**src/rtl/wb_master_stream.sv**
```systemverilog
// Pipelined Wishbone initiator: turns a valid/ready command stream into
// Wishbone strobes and returns read data on a first-word-fall-through
// response stream. Reads are only issued when a response slot is
// guaranteed, and reads/writes are never mixed in flight.
module wb_master_stream #(
    parameter int ADDR_BITS       = 23,
    parameter int DATA_BYTES      = 2,
    parameter int MAX_OUTSTANDING = 8,
    parameter int RSP_DEPTH       = 8
) (
    input  logic                      clk,
    input  logic                      areset,
    input  logic                      cmd_i_valid,
    output logic                      cmd_i_ready,
    input  logic [ADDR_BITS-1:0]      cmd_i_addr,
    input  logic                      cmd_i_we,
    input  logic [DATA_BYTES*8-1:0]   cmd_i_data,
    output logic                      rsp_o_valid,
    input  logic                      rsp_o_ready,
    output logic [DATA_BYTES*8-1:0]   rsp_o_data,
    output logic [ADDR_BITS-1:0]      m_wb_addr,
    output logic [DATA_BYTES*8-1:0]   m_wb_dat_m2s,
    input  logic [DATA_BYTES*8-1:0]   m_wb_dat_s2m,
    output logic                      m_wb_we,
    output logic                      m_wb_stb,
    output logic                      m_wb_cyc,
    input  logic                      m_wb_ack,
    input  logic                      m_wb_stall,
    output logic                      busy,
    output logic                      err
);

    localparam int DW    = DATA_BYTES * 8;
    localparam int IF_W  = $clog2(MAX_OUTSTANDING + 1);
    localparam int RC_W  = $clog2(RSP_DEPTH + 1);
    localparam int PTR_W = $clog2(RSP_DEPTH);
    localparam int SUM_W = RC_W + 1;

    localparam logic [IF_W-1:0]  MAX_IF   = IF_W'(MAX_OUTSTANDING);
    localparam logic [SUM_W-1:0] RSP_LIM  = SUM_W'(RSP_DEPTH);

    // Issue register (one strobe slot)
    logic [ADDR_BITS-1:0] issue_addr_p0;
    logic [DW-1:0]        issue_dat_p0;
    logic                 issue_we_p0;
    logic                 issue_vld_p0;

    // Bookkeeping
    logic [IF_W-1:0]      in_flight;
    logic                 we_dir;
    logic                 err_q;

    // Response FIFO
    logic [DW-1:0]        rsp_mem [RSP_DEPTH];
    logic [PTR_W-1:0]     wr_ptr;
    logic [PTR_W-1:0]     rd_ptr;
    logic [RC_W-1:0]      rsp_count;

    logic                 slot_free;
    logic                 credit_ok;
    logic                 dir_ok;
    logic                 rsp_ok;
    logic [SUM_W-1:0]     rd_credit_used;
    logic                 accept;
    logic                 ack_ok;
    logic                 push;
    logic                 pop;

    // Readiness is derived only from registered counts, so a same-cycle
    // ack or pop frees credit one cycle later.
    always_comb begin
        rd_credit_used = SUM_W'(in_flight) + SUM_W'(rsp_count);
        slot_free      = !issue_vld_p0 || !m_wb_stall;
        credit_ok      = in_flight < MAX_IF;
        dir_ok         = (in_flight == '0) || (cmd_i_we == we_dir);
        rsp_ok         = cmd_i_we || (rd_credit_used < RSP_LIM);
        cmd_i_ready    = slot_free && credit_ok && dir_ok && rsp_ok;
        accept         = cmd_i_valid && cmd_i_ready;
        ack_ok         = m_wb_ack && (in_flight != '0);
        push           = ack_ok && !we_dir;
        pop            = rsp_o_valid && rsp_o_ready;
    end

    assign m_wb_addr    = issue_addr_p0;
    assign m_wb_dat_m2s = issue_dat_p0;
    assign m_wb_we      = issue_we_p0;
    assign m_wb_stb     = issue_vld_p0;
    assign m_wb_cyc     = (in_flight != '0);
    assign busy         = (in_flight != '0);
    assign err          = err_q;
    assign rsp_o_valid  = (rsp_count != '0);
    assign rsp_o_data   = rsp_mem[rd_ptr];

    // Strobe valid: set on accept, dropped once the slave takes it.
    always_ff @(posedge clk or posedge areset) begin
        if (areset) begin
            issue_vld_p0 <= 1'b0;
        end else if (accept) begin
            issue_vld_p0 <= 1'b1;
        end else if (!m_wb_stall) begin
            issue_vld_p0 <= 1'b0;
        end
    end

    // Strobe payload: only changes on accept, so it holds through stalls.
    always_ff @(posedge clk) begin
        if (accept) begin
            issue_addr_p0 <= cmd_i_addr;
            issue_dat_p0  <= cmd_i_data;
            issue_we_p0   <= cmd_i_we;
        end
    end

    // Outstanding count, bus direction and sticky stray-ack error.
    always_ff @(posedge clk or posedge areset) begin
        if (areset) begin
            in_flight <= '0;
            we_dir    <= 1'b0;
            err_q     <= 1'b0;
        end else begin
            if (accept && !ack_ok) begin
                in_flight <= in_flight + IF_W'(1);
            end else if (!accept && ack_ok) begin
                in_flight <= in_flight - IF_W'(1);
            end
            if (accept) begin
                we_dir <= cmd_i_we;
            end
            if (m_wb_ack && (in_flight == '0)) begin
                err_q <= 1'b1;
            end
        end
    end

    // Response storage; read credit guarantees a free slot on every push.
    always_ff @(posedge clk) begin
        if (push) begin
            rsp_mem[wr_ptr] <= m_wb_dat_s2m;
        end
    end

    // Response FIFO pointers and occupancy.
    always_ff @(posedge clk or posedge areset) begin
        if (areset) begin
            wr_ptr    <= '0;
            rd_ptr    <= '0;
            rsp_count <= '0;
        end else begin
            if (push) begin
                wr_ptr <= wr_ptr + PTR_W'(1);
            end
            if (pop) begin
                rd_ptr <= rd_ptr + PTR_W'(1);
            end
            if (push && !pop) begin
                rsp_count <= rsp_count + RC_W'(1);
            end else if (!push && pop) begin
                rsp_count <= rsp_count - RC_W'(1);
            end
        end
    end

endmodule
```
**config.mk**
```make
export PLATFORM = sky130hd
export DESIGN_NAME = wb_master_stream
export DESIGN_NICKNAME = d
export VERILOG_FILES = /design/src/rtl/wb_master_stream.sv
export SDC_FILE = /design/constraint.sdc
export NUM_CORES = 1
export LEC_CHECK = 0
export BUFFER_PORTS_ARGS = -buffer_cell sky130_fd_sc_hd__buf_2
export CORE_MARGIN = 10
export CORE_UTILIZATION = 44
export DETAILED_ROUTE_END_ITERATION = 7
export PLACE_DENSITY_LB_ADDON = 0.25
export SYNTH_ARGS = -nofsm -noshare
export SYNTH_HDL_FRONTEND = slang
export SYNTH_SLANG_ARGS = --single-unit
```
**constraint.sdc**
```tcl
create_clock -name clk -period 9 [get_ports clk]
set_clock_uncertainty 0.05 [all_clocks]
set_input_delay 0.45 -clock clk [delete_from_list [all_inputs] [get_ports clk]]
set_output_delay 0.45 -clock clk [all_outputs]
set_load 0.005 [all_outputs]
```
; Word-level counts from Yosys, hierarchy flattened
; Memory sizes are Yosys's and may differ from the RTL's.
; Cells that the tools add are included.
[op_classes]
reduce_logical = 27
mux = 8
n_addsub = 7
order_cmp = 2
eq_ne = 2
[op_table]
columns = cell, count
row1 = $mux W4, 4
row2 = $logic_and A1 B1 Y1, 12
row3 = $add A4 B1 Y4 const B, 2
row4 = $reduce_bool A4 Y1, 2
row5 = $sub A4 B1 Y4 const B, 2
row6 = $logic_not A1 Y1, 7
row7 = $add A3 B1 Y3 const B, 2
row8 = $add A4 B4 Y5, 1
row9 = $lt A5 B4 Y1 const B, 1
row10 = $logic_not A4 Y1, 1
row11 = $lt A4 B4 Y1 const B, 1
row12 = $mux W1, 4
row13 = $reduce_bool A2 Y1, 2
row14 = $logic_or A1 B1 Y1, 3
row15 = $ne A2 B1 Y1 const B, 1
row16 = $eq A1 B1 Y1, 1
[totals]
output_inout_bits = 62
ramBits = 128
regBits = 57
memories = 1
[mem_list]
columns = memory, depth, width, rd, rd_clocked_by_memory_dff, write_ports, line
row1 = rsp_mem, 8, 16, 1, 0, 1, 54  ; logic [DW-1:0] rsp_mem [RSP_DEPTH];

; Depth between registers and ports, before layout
; Gate-level depths: netlist (run 1).
[depth]
ltp_word = 10
ltp_mapped = 11

; Worst setup path after synthesis (run 1)
; Ideal clock, no wire load.
[synth_timing]
path_type = flip-flop to flip-flop
from = reg in_flight[3]
to = reg in_flight[3]
arrival_ns = 3.362
required_ns = 8.824
stages_incl_launch_ff = 12
period_less_slack_ns = 3.538
n_path_buf = 0
setup_slack_ns = 5.462
path_cell_list = dfrtp_1 > ha_1 > nor4_1 > a211oi_2 > and4bb_4 > ha_1 > inv_1 > ha_1 > a21o_1 > a2111oi_2 > a31oi_1 > a221o_1
[synth_via]
elab_chain_cells = 8
elab_cells_between_ends = 21
cone_classes = add/sub: 3 / order compare: 2 / mux: 2 / reduce/logical: 14
[synth_rtl]
columns = item, line
row1 = from (decl), 49  ; logic [IF_W-1:0] in_flight;
row2 = from (signal assigned), 122  ; in_flight <= in_flight + IF_W'(1);
row3 = from (signal assigned), 124  ; in_flight <= in_flight - IF_W'(1);
row4 = "$add A4 B4 Y5, or another cell as far along", 72  ; rd_credit_used = SUM_W'(in_flight) + SUM_W'(rsp_count);
row5 = "$lt A5 B4 Y1, or another cell as far along", 76  ; rsp_ok = cmd_i_we || (rd_credit_used < RSP_LIM);
row6 = $logic_or A1 B1 Y1 / $logic_and A1 B1 Y1 (equally long branches), "76, 77"
row7 = $logic_and A1 B1 Y1 *, 77  ; cmd_i_ready = slot_free && credit_ok && dir_ok && rsp_ok;
row8 = $logic_and A1 B1 Y1 *, 78  ; accept = cmd_i_valid && cmd_i_ready;
row9 = via accept, 64  ; logic accept;
row10 = $logic_not A1 Y1, 123  ; end else if (!accept && ack_ok) begin
row11 = $logic_and A1 B1 Y1, 123
row12 = $reduce_bool A2 Y1 (no source line), -
; The timed path passes the listed nets; every way through them passes the cells marked *. The select of a mux whose other input is x is not followed.
; A chain may end at the register's enable or synchronous reset.

; Final worst setup path (run 1)
; Ends and elaborated chain as after synthesis.

==> summary.txt, run 1 <==
Outcome
  – Status: completed

Power
  – Net Sw Frac: 0.283
  – Power per cell area: 316 nW/um^2
  – Maximum vdd drop: 174 uV
  – Sequential share of power: 0.450
  – Clock power frac: 0.289
  – NetSw: between 700 and 800 uW
  – Combinational Power Share: 0.260
  – Int Power: a little under 2000 uW
  – Leakage: 0.00319 uW

Global routing
  – GRT Total Usage: 0.139
  – Vias in the first global route: approximately 4100
  – Largest net degree at the start of global routing: 44
  – Number of antenna violations at the first check in global routing: 0
  – First-pass GRT wire length: around 23000 um
  – Grt total ovfl: 0

STA
  – Final cycle utilization of the critical path: 0.439
  – Worst-Margin Slew: 1.02 ns
  – Endpoints failing setup: 0
  – Hold WS: around 0.07 ns
  – RSZ-0062 raised after global routing: false
  – Peak Freq: about 250 MHz
  – Worst rel slew slack: 0.320
  – Fin Setup TNS: 0 ns
  – Pins Over Slew Limit: 0
  – Final count of hold timing violations: 0
  – Min Tclk post-route: approximately 3.9 ns

CTS
  – Post-CTS Setup Bufs: 0
  – # hold bufs at CTS: 0
  – Root buffer cell: clkbuf_16
  – Post-CTS sizing: 0
  – Clock Path Buffers: 2
  – Worst-Skew Late Latency: 0.42 ns
  – Reg clk slew, reported paths: about 0.07 ns
  – Sink Count: about 190
  – CTS tree: done
  – CTS buffer count: 17
  – CTS H-tree depth: 4

Route
  – Total wire length: 14700 um
  – Antenna Nets Post-Route: 0
  – Post-DR wirelength/cell: 21.1 um
  – Vias/cell: 5.27
  – # DRC: 0
  – Number of iterations in the first detailed-routing pass: 4
  – Via Count: approximately 3700
  – DR iter-0 viols: about 290

Logic synthesis
  – Simple-Gate Fraction of Synth Area: 0.0266
  – Synth Instances: between 300 and 400
  – Adder and majority gate portion of the synthesized area: 0.0245
  – Synth Cell Area: between 7000 and 8000 um^2
  – Mean Syn Cell Area: 22.0 um^2
  – Synth Net Count: between 400 and 500
  – XOR/XNOR share of the synthesized area: 0.00967
  – Mux cell area share after synthesis: 0.146
  – Yosys Warn Count: 0
  – Complex-gate fraction of the synthesized area: 0.0221
  – #FFs+latches synth: around 190
  – Largest family of logic cells by synthesized area: multiplexers
  – Yosys top cell area share: 0.696
  – Synth top area cells: edfxtp_1 (70%), mux4_1 (9.1%), dfrtp_1 (5.9%)
  – Number of distinct library cells after synthesis: 39
  – Sequential area share after synthesis: 0.755
  – Area leader, netlist: edfxtp_1

Cells and area
  – Share of cells above drive strength 1: 0.412
  – Multi-input combinational cell area: 1670 um^2
  – Register Area: about 5500 um^2
  – Number of fill cells in the layout: 1273
  – Final core utilization: 0.547
  – N_diodes: 0
  – Layout Nets: around 540
  – Area grow syn2layout: 20.9%

Setup path
  – WP data required: approximately 9.3 ns
  – CP max FO: between 40 and 50
  – Critical Setup Path Class: reg -> reg
  – Worst setup EP type: register
  – Crit path arrival time: between 4 and 5 ns
  – CP Launch Type: register

Placement
  – Placed wire-length estimate: about 9900 um
  – GP Congestion: about 0.78
  – Port-buffer cells: 123

Floorplan
  – Core Region: ~16000 um^2
  – Die Y-Extent: approximately 150 um
  – Cell Rows: 46
  – Die X-Extent: ~150 um
  – Die footprint: about 22000 um^2
  – Initial core utilization: 0.453
  – Ports: approximately 120

Run
  – # Max-Cap Violations: 0

Hold path
  – Worst hold path class: in -> async
layout make-up:
class,instances,share of cell area
repair buffers,132,0.0780
well taps,216,0.0309
flip-flops and latches,185,0.625
clock inverters,15,0.0257
multi-input cells,128,0.190
inverters,4,0.00171
clock buffers,17,0.0486
through the flow:
stage	instance area [um^2]	total power (uW)	worst slack, ns	std cells
6_report	8760	2770	5.05	697
4_1_cts	8760	2810	5.05	697
3_5_place_dp	8110	2000	5.05	665
3_3_place_gp	8110	1970	5.23	665
2_1_floorplan	7240	1740	5.46	330
5_1_grt	8760	2930	4.82	697
layout by cell type, fill, tap and decap left out, drive strengths merged, types with 7 or more instances in the layout:
cell,count
edfxtp,168
buf,132
mux4,32
mux2,21
clkbuf,17
dfrtp,17
ha,11
nor2,10
xnor2,8
nand2,7
cell usage after synthesis:
library cell	count
a2111oi_0	1
a2111oi_2	1
a211oi_2	1
a21boi_0	2
a21o_1	4
a21oi_1	3
a221o_1	2
a31oi_1	2
and4bb_4	1
buf_1	1
buf_12	2
buf_4	1
buf_6	1
buf_8	1
clkbuf_1	7
dfrtp_1	17
edfxtp_1	168
fa_1	2
ha_1	11
inv_1	4
mux2_1	2
mux2_2	18
mux2_4	1
mux4_1	25
mux4_2	7
nand2_1	7
nand2b_1	2
nand3_1	2
nor2_1	9
nor2_2	1
nor3_1	4
nor3b_1	1
nor4_1	4
nor4_4	1
o21ai_0	3
o41ai_2	1
or3_1	1
or4_1	1
xnor2_1	8
flip-flops by register name, summed over array words and instances (netlist names):
| signal | count |
|---|---|
| err | 1 |
| in_flight | 4 |
| m_wb_addr | 23 |
| m_wb_dat_m2s | 16 |
| m_wb_stb | 1 |
| m_wb_we | 1 |
| rd_ptr | 3 |
| rsp_count | 4 |
| rsp_mem | 128 |
| we_dir | 1 |
| wr_ptr | 3 |
worst max-delay path, cell delays in order (launching register included):
cell and delay (ns):
dfrtp_1 0.49, ha_1 0.35, nor4_1 0.31, a211oi_2 0.13
and4bb_4 0.74, ha_1 0.32, inv_1 0.13, ha_1 0.29
a21o_1 0.22, a2111oi_2 0.38, a31oi_1 0.09, a221o_1 0.32
final timing paths:
check / slack (ns) / end / from / cells past startpoint
max: 5.05 / in_flight[3]$_DFFE_PP0P_ / in_flight[3]$_DFFE_PP0P_ / 11
min: 0.07 / in_flight[0]$_DFFE_PP0P_ / areset / 2
max reg2reg: 5.05 / in_flight[3]$_DFFE_PP0P_ / in_flight[3]$_DFFE_PP0P_ / 11
min reg2reg: 0.42 / err$_DFFE_PP0P_ / err$_DFFE_PP0P_ / 1
max in group asynchronous: 8.35 / rd_ptr[0]$_DFFE_PP0P_ / areset / 2
min in group clk: 0.15 / m_wb_dat_m2s[7]$_DFFE_PP_ / cmd_i_data[7] / 1
logic make-up after synthesis:
kind of cell | count (synthesis)
compound gates | 20
simple gates | 34
flops | 185
buf+inv | 17
fa+ha+maj | 13
xor+xnor | 8
mux | 53
power by group through the flow:
stage          combinational (uW)  clock (uW)  sequential (uW)
2_1_floorplan                 557           0             1180
3_3_place_gp                  714           0             1260
3_5_place_dp                  734           0             1270
4_1_cts                       739         820             1250
5_1_grt                       807         856             1270
6_report                      720         801             1250
per-layer routing:
metal / vias up / global-route usage / part of all wire
met2: 153 / 0.208 / 0.47
met5: - / 0 / 0
met4: 0 / 0.0471 / 0.0058
li1: 1650 / - / -
met1: 1866 / 0.169 / 0.41
met3: 6 / 0.0734 / 0.11
(Power assumes the default switching activity.)
==> inputs of run 2 (changes only) <==
==> constraint.sdc (replaced) <==
create_clock -name clk -period 3.5 [get_ports clk]
set_clock_uncertainty 0.05 [all_clocks]
set_input_delay 0.175 -clock clk [delete_from_list [all_inputs] [get_ports clk]]
set_output_delay 0.175 -clock clk [all_outputs]
set_load 0.005 [all_outputs]
==> run 2 against run 1 <==
  * Flip-flop and latch count unchanged
  * Setup slack lost 4.8 ns
  * Cell count up 9.0%
  * Via count up 7.6%
  * Critical path depth is the same
  * Critical endpoint unchanged
  * Cell area up 6.2%
  * Register-to-register slack worse by 4.8 ns
  * Global-route usage up 1.1 points
==> summary.txt, run 2 (synthesis results as in run 1) <==
Cells and area
  – Area grow syn2layout: 28.3%
  – Number of fill cells in the layout: 1215 (-4.6%)
  – Most frequent cells in the layout: edfxtp_1 (168), buf_2 (123), dlygate4sd3_1 (60)
  – Largest register FFs: 128 (unchanged)
  – Share of cells above drive strength 1: 0.368 (-0.0440)
  – N_diodes: 0 (unchanged)
  – Layout Nets: 606 (+12%)
  – Register Area: 5470 um^2 (unchanged)
  – Most flop-heavy register: rsp_mem
  – Most common cell after layout, fill and taps aside: edfxtp_1
  – Multi-input combinational cell area: 1680 um^2 (+1.1%)
  – Cell area after layout: 9300 um^2 (+6.2%)

CTS
  – Worst-Skew Late Latency: 0.43 ns (about the same)
  – Post-CTS Setup Bufs: 0 (unchanged)
  – Clock Path Buffers: 2 (unchanged)
  – CTS tree: done
  – Root buffer cell: clkbuf_16
  – Reg clk slew, reported paths: 0.07 ns (about the same)
  – Sink Count: 185 (unchanged)
  – CTS H-tree depth: 4 (unchanged)
  – CTS buffer count: 17 (unchanged)

STA
  – Fin Setup TNS: 0 ns (unchanged)
  – Endpoints failing setup: 0 (unchanged)
  – Peak Freq: 304 MHz (+20%)
  – Worst rel slew slack: 0.358 (+0.0379)
  – Worst-Margin Slew: 0.963 ns (-0.0569 ns)
  – Min Tclk post-route: 3.28 ns (-0.663 ns)
  – Pins Over Slew Limit: 0 (unchanged)
  – Final cycle utilization of the critical path: 0.939 (+0.500)
  – RSZ-0062 raised after global routing: false
  – Final count of hold timing violations: 0 (unchanged)

Global routing
  – GRT Total Usage: 0.150 (+0.0106)
  – Grt total ovfl: 0 (unchanged)
  – Vias in the first global route: 4394 (+7.7%)
  – Largest net degree at the start of global routing: 43 (-2.3%)
  – First-pass GRT wire length: 24900 um (+7.5%)
  – Number of antenna violations at the first check in global routing: 0 (unchanged)

Floorplan
  – Core Region: 16000 um^2 (unchanged)
  – Cell Rows: 46 (unchanged)
  – Die Y-Extent: 148 um (unchanged)
  – Initial core utilization: 0.453 (unchanged)
  – Die X-Extent: 148 um (unchanged)
  – Ports: 124 (unchanged)
  – Die footprint: 22000 um^2 (unchanged)

Placement
  – Placed wire-length estimate: 9830 um (-0.55%)
  – GP Congestion: 0.806 (+3.8%)
  – Port-buffer cells: 123 (unchanged)
  – Placed inst area: 8150 um^2 (+0.57%)

Setup path
  – Slowest-stage cell, CP: dfrtp_2
  – CP max FO: 7 (-84%)
  – Crit path cell chain: ha_1 -> nor4_1 -> a211oi_2 -> and4bb_4 -> ha_4 -> inv_1 -> ha_1 -> a21o_1 -> a2111oi_2 -> a31oi_1 -> a221o_1
  – Worst setup EP type: register
  – Critical Setup Path Class: reg -> reg
  – WP data required: 3.76 ns (-5.49 ns)
  – Crit-path most repeated cell: ha_1
  – CP Launch Type: register
  – CP max stage delay: 0.48 ns (-0.26 ns)
  – Crit path arrival time: 3.55 ns (-0.65 ns)
  – Buf+Inv Stages, Crit Path: 1 (unchanged)
  – Delay-heaviest family, CP: compound AO/OA/AOI/OAI gates

Power
  – Combinational Power Share: 0.297 (+0.037)
  – Leakage: 0.00342 uW (+7.3%)
  – Clock power frac: 0.255 (-0.034)
  – Sequential share of power: 0.449 (about the same)
  – Power per cell area: 747 nW/um^2 (+140%)
  – NetSw: 2040 uW (+160%)
  – Net Sw Frac: 0.294 (+0.0116)
  – Total power: 6940 uW (+150%)
  – Int Power: 4900 uW (+150%)
  – Maximum vdd drop: 487 uV (+180%)

Route
  – Post-DR wirelength/cell: 20.9 um (-1.3%)
  – # DRC: 0 (unchanged)
  – Via Count: 3953 (+7.6%)
  – Number of iterations in the first detailed-routing pass: 4 (unchanged)
  – Total wire length: 15900 um (+7.6%)
  – Vias/cell: 5.20 (-1.4%)
  – Antenna Nets Post-Route: 0 (unchanged)
  – DR iter-0 viols: 218 (-26%)

Hold path
  – Worst hold path class: in -> reg

Outcome
  – Status: completed

Run
  – # Max-Cap Violations: 0 (unchanged)
## run 2: cell count changes in the layout (fill, tap and decap cells not counted), moves of 2 or more
| cell | delta |
|---|---|
| clkinvlp_4 | -3 |
| clkinv_2 | +4 |
| buf_4 | +2 |
| dlygate4sd3_1 | +60 |
| bufinv_16 | -4 |
| clkbuf_1 | +2 |
## run 2: path summary, 6_finish.rpt
| kind | slack, ns | end | start | cells past startpoint |
|---|---|---|---|---|
| min | 0.34 | in_flight[0]$_DFFE_PP0P_ | cmd_i_valid | 4 |
| max reg2reg | 0.22 | in_flight[3]$_DFFE_PP0P_ | in_flight[3]$_DFFE_PP0P_ | 11 |
| min reg2reg | 0.41 | err$_DFFE_PP0P_ | err$_DFFE_PP0P_ | 1 |
| max in group asynchronous | 2.56 | in_flight[3]$_DFFE_PP0P_ | areset | 3 |
| min in group asynchronous | 0.35 | in_flight[1]$_DFFE_PP0P_ | areset | 3 |
| max | 0.22 | in_flight[3]$_DFFE_PP0P_ | in_flight[3]$_DFFE_PP0P_ | 11 |
## run 2: per-stage QoR
stage	setup WS (ns)	instances	util	hold WS [ns]
floorplan	0.00615	330	-	0.0511
global placement	0.318	668	0.509	0.265
detailed placement	0.213	668	0.509	0.295
CTS	0.182	760	0.581	0.317
global route	0.0237	760	0.581	0.345
finish	0.215	760	0.581	0.335
## run 2: area by class of cell
cell class,instances,area share
Clock buffer,19,0.0466
Clock inverter,13,0.0112
Inverter,4,0.00162
Multi-Input combinational cell,128,0.181
Sequential cell,185,0.589
Tap cell,216,0.0291
Timing Repair Buffer,195,0.142
## run 2: power groups by stage
stage               logic, uW  clock network (uW)  registers (uW)
floorplan                1440                   0            3040
global placement         2000                   0            3140
detailed placement       2040                   0            3160
CTS                      2100                1790            3120
global route             2290                1880            3170
finish                   2060                1770            3110
## run 2: what timing repair did
action,CTS,global route
hold endpoints to repair,188,0
hold buffers,60,0
endpoints found under the setup margin,0,1
resized for setup,0,2
## run 2: worst reg2reg max path, cell delays in order (launching register included)
cell and delay (ns):
dfrtp_2 0.48, ha_1 0.34, nor4_1 0.28, a211oi_2 0.13, and4bb_4 0.37, ha_4 0.15, inv_1 0.09, ha_1 0.29
a21o_1 0.22, a2111oi_2 0.37, a31oi_1 0.08, a221o_1 0.32
## run 2: layer usage
metal	vias up	share of wire	GRT usage	routed length (um)
met5	-	0	0	0
met3	17	0.094	0.0664	1500
li1	1775	-	-	-
met1	2013	0.41	0.171	6460
met2	148	0.49	0.245	7690
met4	0	0.013	0.0520	210
==> inputs of run 3 (changes only) <==
--- a/config.mk
+++ b/config.mk
@@ -7,7 +7,7 @@
 export LEC_CHECK = 0
 export BUFFER_PORTS_ARGS = -buffer_cell sky130_fd_sc_hd__buf_2
 export CORE_MARGIN = 10
-export CORE_UTILIZATION = 44
+export CORE_UTILIZATION = 50
 export DETAILED_ROUTE_END_ITERATION = 7
 export PLACE_DENSITY_LB_ADDON = 0.25
 export SYNTH_ARGS = -nofsm -noshare
==> run 3 against run 2 <==
  * Critical path depth unchanged
  * Die area shrank 10%
  * Sequential share of layout area is 0.089 points lower
  * First-iteration DRC count up 32%
  * Wire length shrank 6.7%
==> summary.txt, run 3 (synthesis results as in run 1) <==
STA
  – Hold WS: 0.346 ns (+0.0105 ns)
  – Pins Over Slew Limit: 0 (unchanged)
  – Min Tclk post-route: 3.30 ns (+0.0198 ns)
  – Final WS setup: 0.195 ns (-0.0198 ns)
  – Worst-Margin Slew: 0.934 ns (-0.0287 ns)
  – Fin Setup TNS: 0 ns (unchanged)
  – Endpoints failing setup: 0 (unchanged)
  – RSZ-0062 raised after global routing: false
  – Final cycle utilization of the critical path: 0.944 (+0.00567)
  – Worst rel slew slack: 0.377 (+0.0192)
  – Final count of hold timing violations: 0 (unchanged)
  – Peak Freq: 303 MHz (-0.60%)

Setup path
  – CP max FO: 7 (unchanged)
  – R2r endpoint: in_flight[3]$_DFFE_PP0P_
  – Slowest-stage cell, CP: dfrtp_2
  – Setup slack, reg-to-reg: 0.20 ns (-0.02 ns)
  – Critical Setup Path Class: reg -> reg
  – Stages on worst setup path: 11 (unchanged)
  – Worst setup EP type: register
  – CP max stage delay: 0.48 ns (about the same)
  – Worst R2R Start: in_flight[3]$_DFFE_PP0P_
  – CP Launch Type: register
  – Crit path arrival time: 3.55 ns (about the same)
  – WP data required: 3.75 ns (about the same)
  – Crit-path most repeated cell: ha_1
  – Worst Reg-to-Reg Cells: 11 (unchanged)
  – Setup crit start: in_flight[3]$_DFFE_PP0P_
  – Crit path capture: in_flight[3]$_DFFE_PP0P_
  – Delay-heaviest family, CP: compound AO/OA/AOI/OAI gates
  – Buf+Inv Stages, Crit Path: 1 (unchanged)
  – Crit path cell chain: ha_1 -> nor4_1 -> a211oi_2 -> and4bb_4 -> ha_4 -> inv_1 -> ha_1 -> a21o_1 -> a2111oi_2 -> a31oi_1 -> a221o_1

Outcome
  – Status: completed

Route
  – Number of iterations in the first detailed-routing pass: 4 (unchanged)
  – Via Count: 3846 (-2.7%)
  – Post-DR wirelength/cell: 20.5 um (-1.9%)
  – # DRC: 0 (unchanged)
  – Total wire length: 14800 um (-6.7%)
  – Vias/cell: 5.32 (+2.3%)
  – DR iter-0 viols: 288 (+32%)
  – Antenna Nets Post-Route: 0 (unchanged)

Power
  – NetSw: 2030 uW (-0.70%)
  – Clock power frac: 0.270 (+0.015)
  – Net Sw Frac: 0.286 (-0.00807)
  – Maximum vdd drop: 447 uV (-8.0%)
  – Leakage: 0.00343 uW (+0.51%)
  – Sequential share of power: 0.447 (-0.002)
  – Combinational Power Share: 0.283 (-0.014)
  – Power per cell area: 761 nW/um^2 (+1.9%)
  – Int Power: 5060 uW (+3.3%)

Global routing
  – Largest net degree at the start of global routing: 43 (unchanged)
  – Grt total ovfl: 0 (unchanged)
  – GRT Total Usage: 0.154 (+0.00479)
  – Vias in the first global route: 4248 (-3.3%)
  – Number of antenna violations at the first check in global routing: 0 (unchanged)
  – First-pass GRT wire length: 23800 um (-4.6%)

Cells and area
  – Layout Nets: 605 (-0.17%)
  – Most flop-heavy register: rsp_mem
  – Share of cells above drive strength 1: 0.370 (+0.00252)
  – Area grow syn2layout: 28.5%
  – Most common cell after layout, fill and taps aside: edfxtp_1
  – Most frequent cells in the layout: edfxtp_1 (168), buf_2 (123), dlygate4sd3_1 (60)
  – N_diodes: 0 (unchanged)
  – Largest register FFs: 128 (unchanged)
  – Number of fill cells in the layout: 921 (-24%)

CTS
  – Reg clk slew, reported paths: 0.07 ns (about the same)
  – Root buffer cell: clkbuf_16
  – Post-CTS Setup Bufs: 0 (unchanged)
  – Worst-Skew Late Latency: 0.42 ns (about the same)
  – CTS tree: done
  – Sink Count: 185 (unchanged)
  – Clock Path Buffers: 2 (unchanged)
  – CTS H-tree depth: 4 (unchanged)
  – CTS buffer count: 17 (unchanged)

Floorplan
  – Die X-Extent: 140 um (-5.4%)
  – Initial core utilization: 0.516 (+0.0631)
  – Die footprint: 19700 um^2 (-10%)
  – Cell Rows: 43 (-6.5%)
  – Core Region: 14000 um^2 (-12%)
  – Ports: 124 (unchanged)
  – Die Y-Extent: 140 um (-5.4%)

Placement
  – Placed wire-length estimate: 8970 um (-8.8%)
  – GP Congestion: 0.737 (-8.5%)
  – Port-buffer cells: 123 (unchanged)
  – Worst slack, placed: 0.180 ns (-0.0325 ns)

Run
  – # Max-Cap Violations: 0 (unchanged)

Hold path
  – Worst hold path class: in -> async
## run 3: power by group through the flow
| stage | Sequential (uW) | Combinational, uW | Clock, uW |
|---|---|---|---|
| CTS | 3180 | 2040 | 1950 |
| global placement | 3200 | 1930 | 0 |
| floorplan | 3040 | 1440 | 0 |
| global route | 3220 | 2220 | 2040 |
| finish | 3170 | 2000 | 1910 |
| detailed placement | 3220 | 1980 | 0 |
## run 3: how the worst min path moves through the flow
| stage | start | endpoint | slack (ns) |
|---|---|---|---|
| detailed placement | areset | rd_ptr[2]$_DFFE_PP0P_ | 0.28 |
| global placement | areset | rd_ptr[2]$_DFFE_PP0P_ | 0.25 |
| CTS | cmd_i_valid | in_flight[0]$_DFFE_PP0P_ | 0.34 |
| global route | cmd_i_valid | in_flight[0]$_DFFE_PP0P_ | 0.39 |
| floorplan | areset | err$_DFFE_PP0P_ | 0.05 |
| finish | areset | rd_ptr[2]$_DFFE_PP0P_ | 0.35 |
## run 3: through the flow
stage	util	total power [uW]	cell area (um^2)	cells
floorplan	-	4480	7260	330
global placement	0.578	5130	8110	631
detailed placement	0.578	5200	8110	631
CTS	0.663	7170	9310	723
global route	0.663	7480	9310	723
finish	0.663	7090	9310	723
## run 3: layer usage
layer / global-route usage / routed length (um) / vias to the layer above
li1: - / - / 1773
met5: 0 / 0 / -
met2: 0.249 / 7100 / 135
met1: 0.180 / 6070 / 1921
met4: 0.0511 / 206 / 0
met3: 0.0700 / 1420 / 17
## run 3: cell type report
class | instances | area, um^2 | area share
Sequential cell | 185 | 5470 | 0.588
Multi-Input combinational cell | 128 | 1680 | 0.180
Inverter | 4 | 15.0 | 0.00161
Timing Repair Buffer | 194 | 1320 | 0.142
Tap cell | 180 | 225 | 0.0242
Clock inverter | 15 | 173 | 0.0185
Clock buffer | 17 | 425 | 0.0457
## run 3: tightest hold or removal path: stages
cell and delay (ns):
dlygate4sd3_1 0.53, buf_2 0.11, inv_1 0.49
## run 3: what timing repair did
| action | 4_1_cts | 5_1_grt |
|---|---|---|
| hold endpoints to repair | 188 | 0 |
| gates resized for setup | 0 | 1 |
| hold buffers | 60 | 0 |
| endpoints found under the setup margin | 0 | 1 |
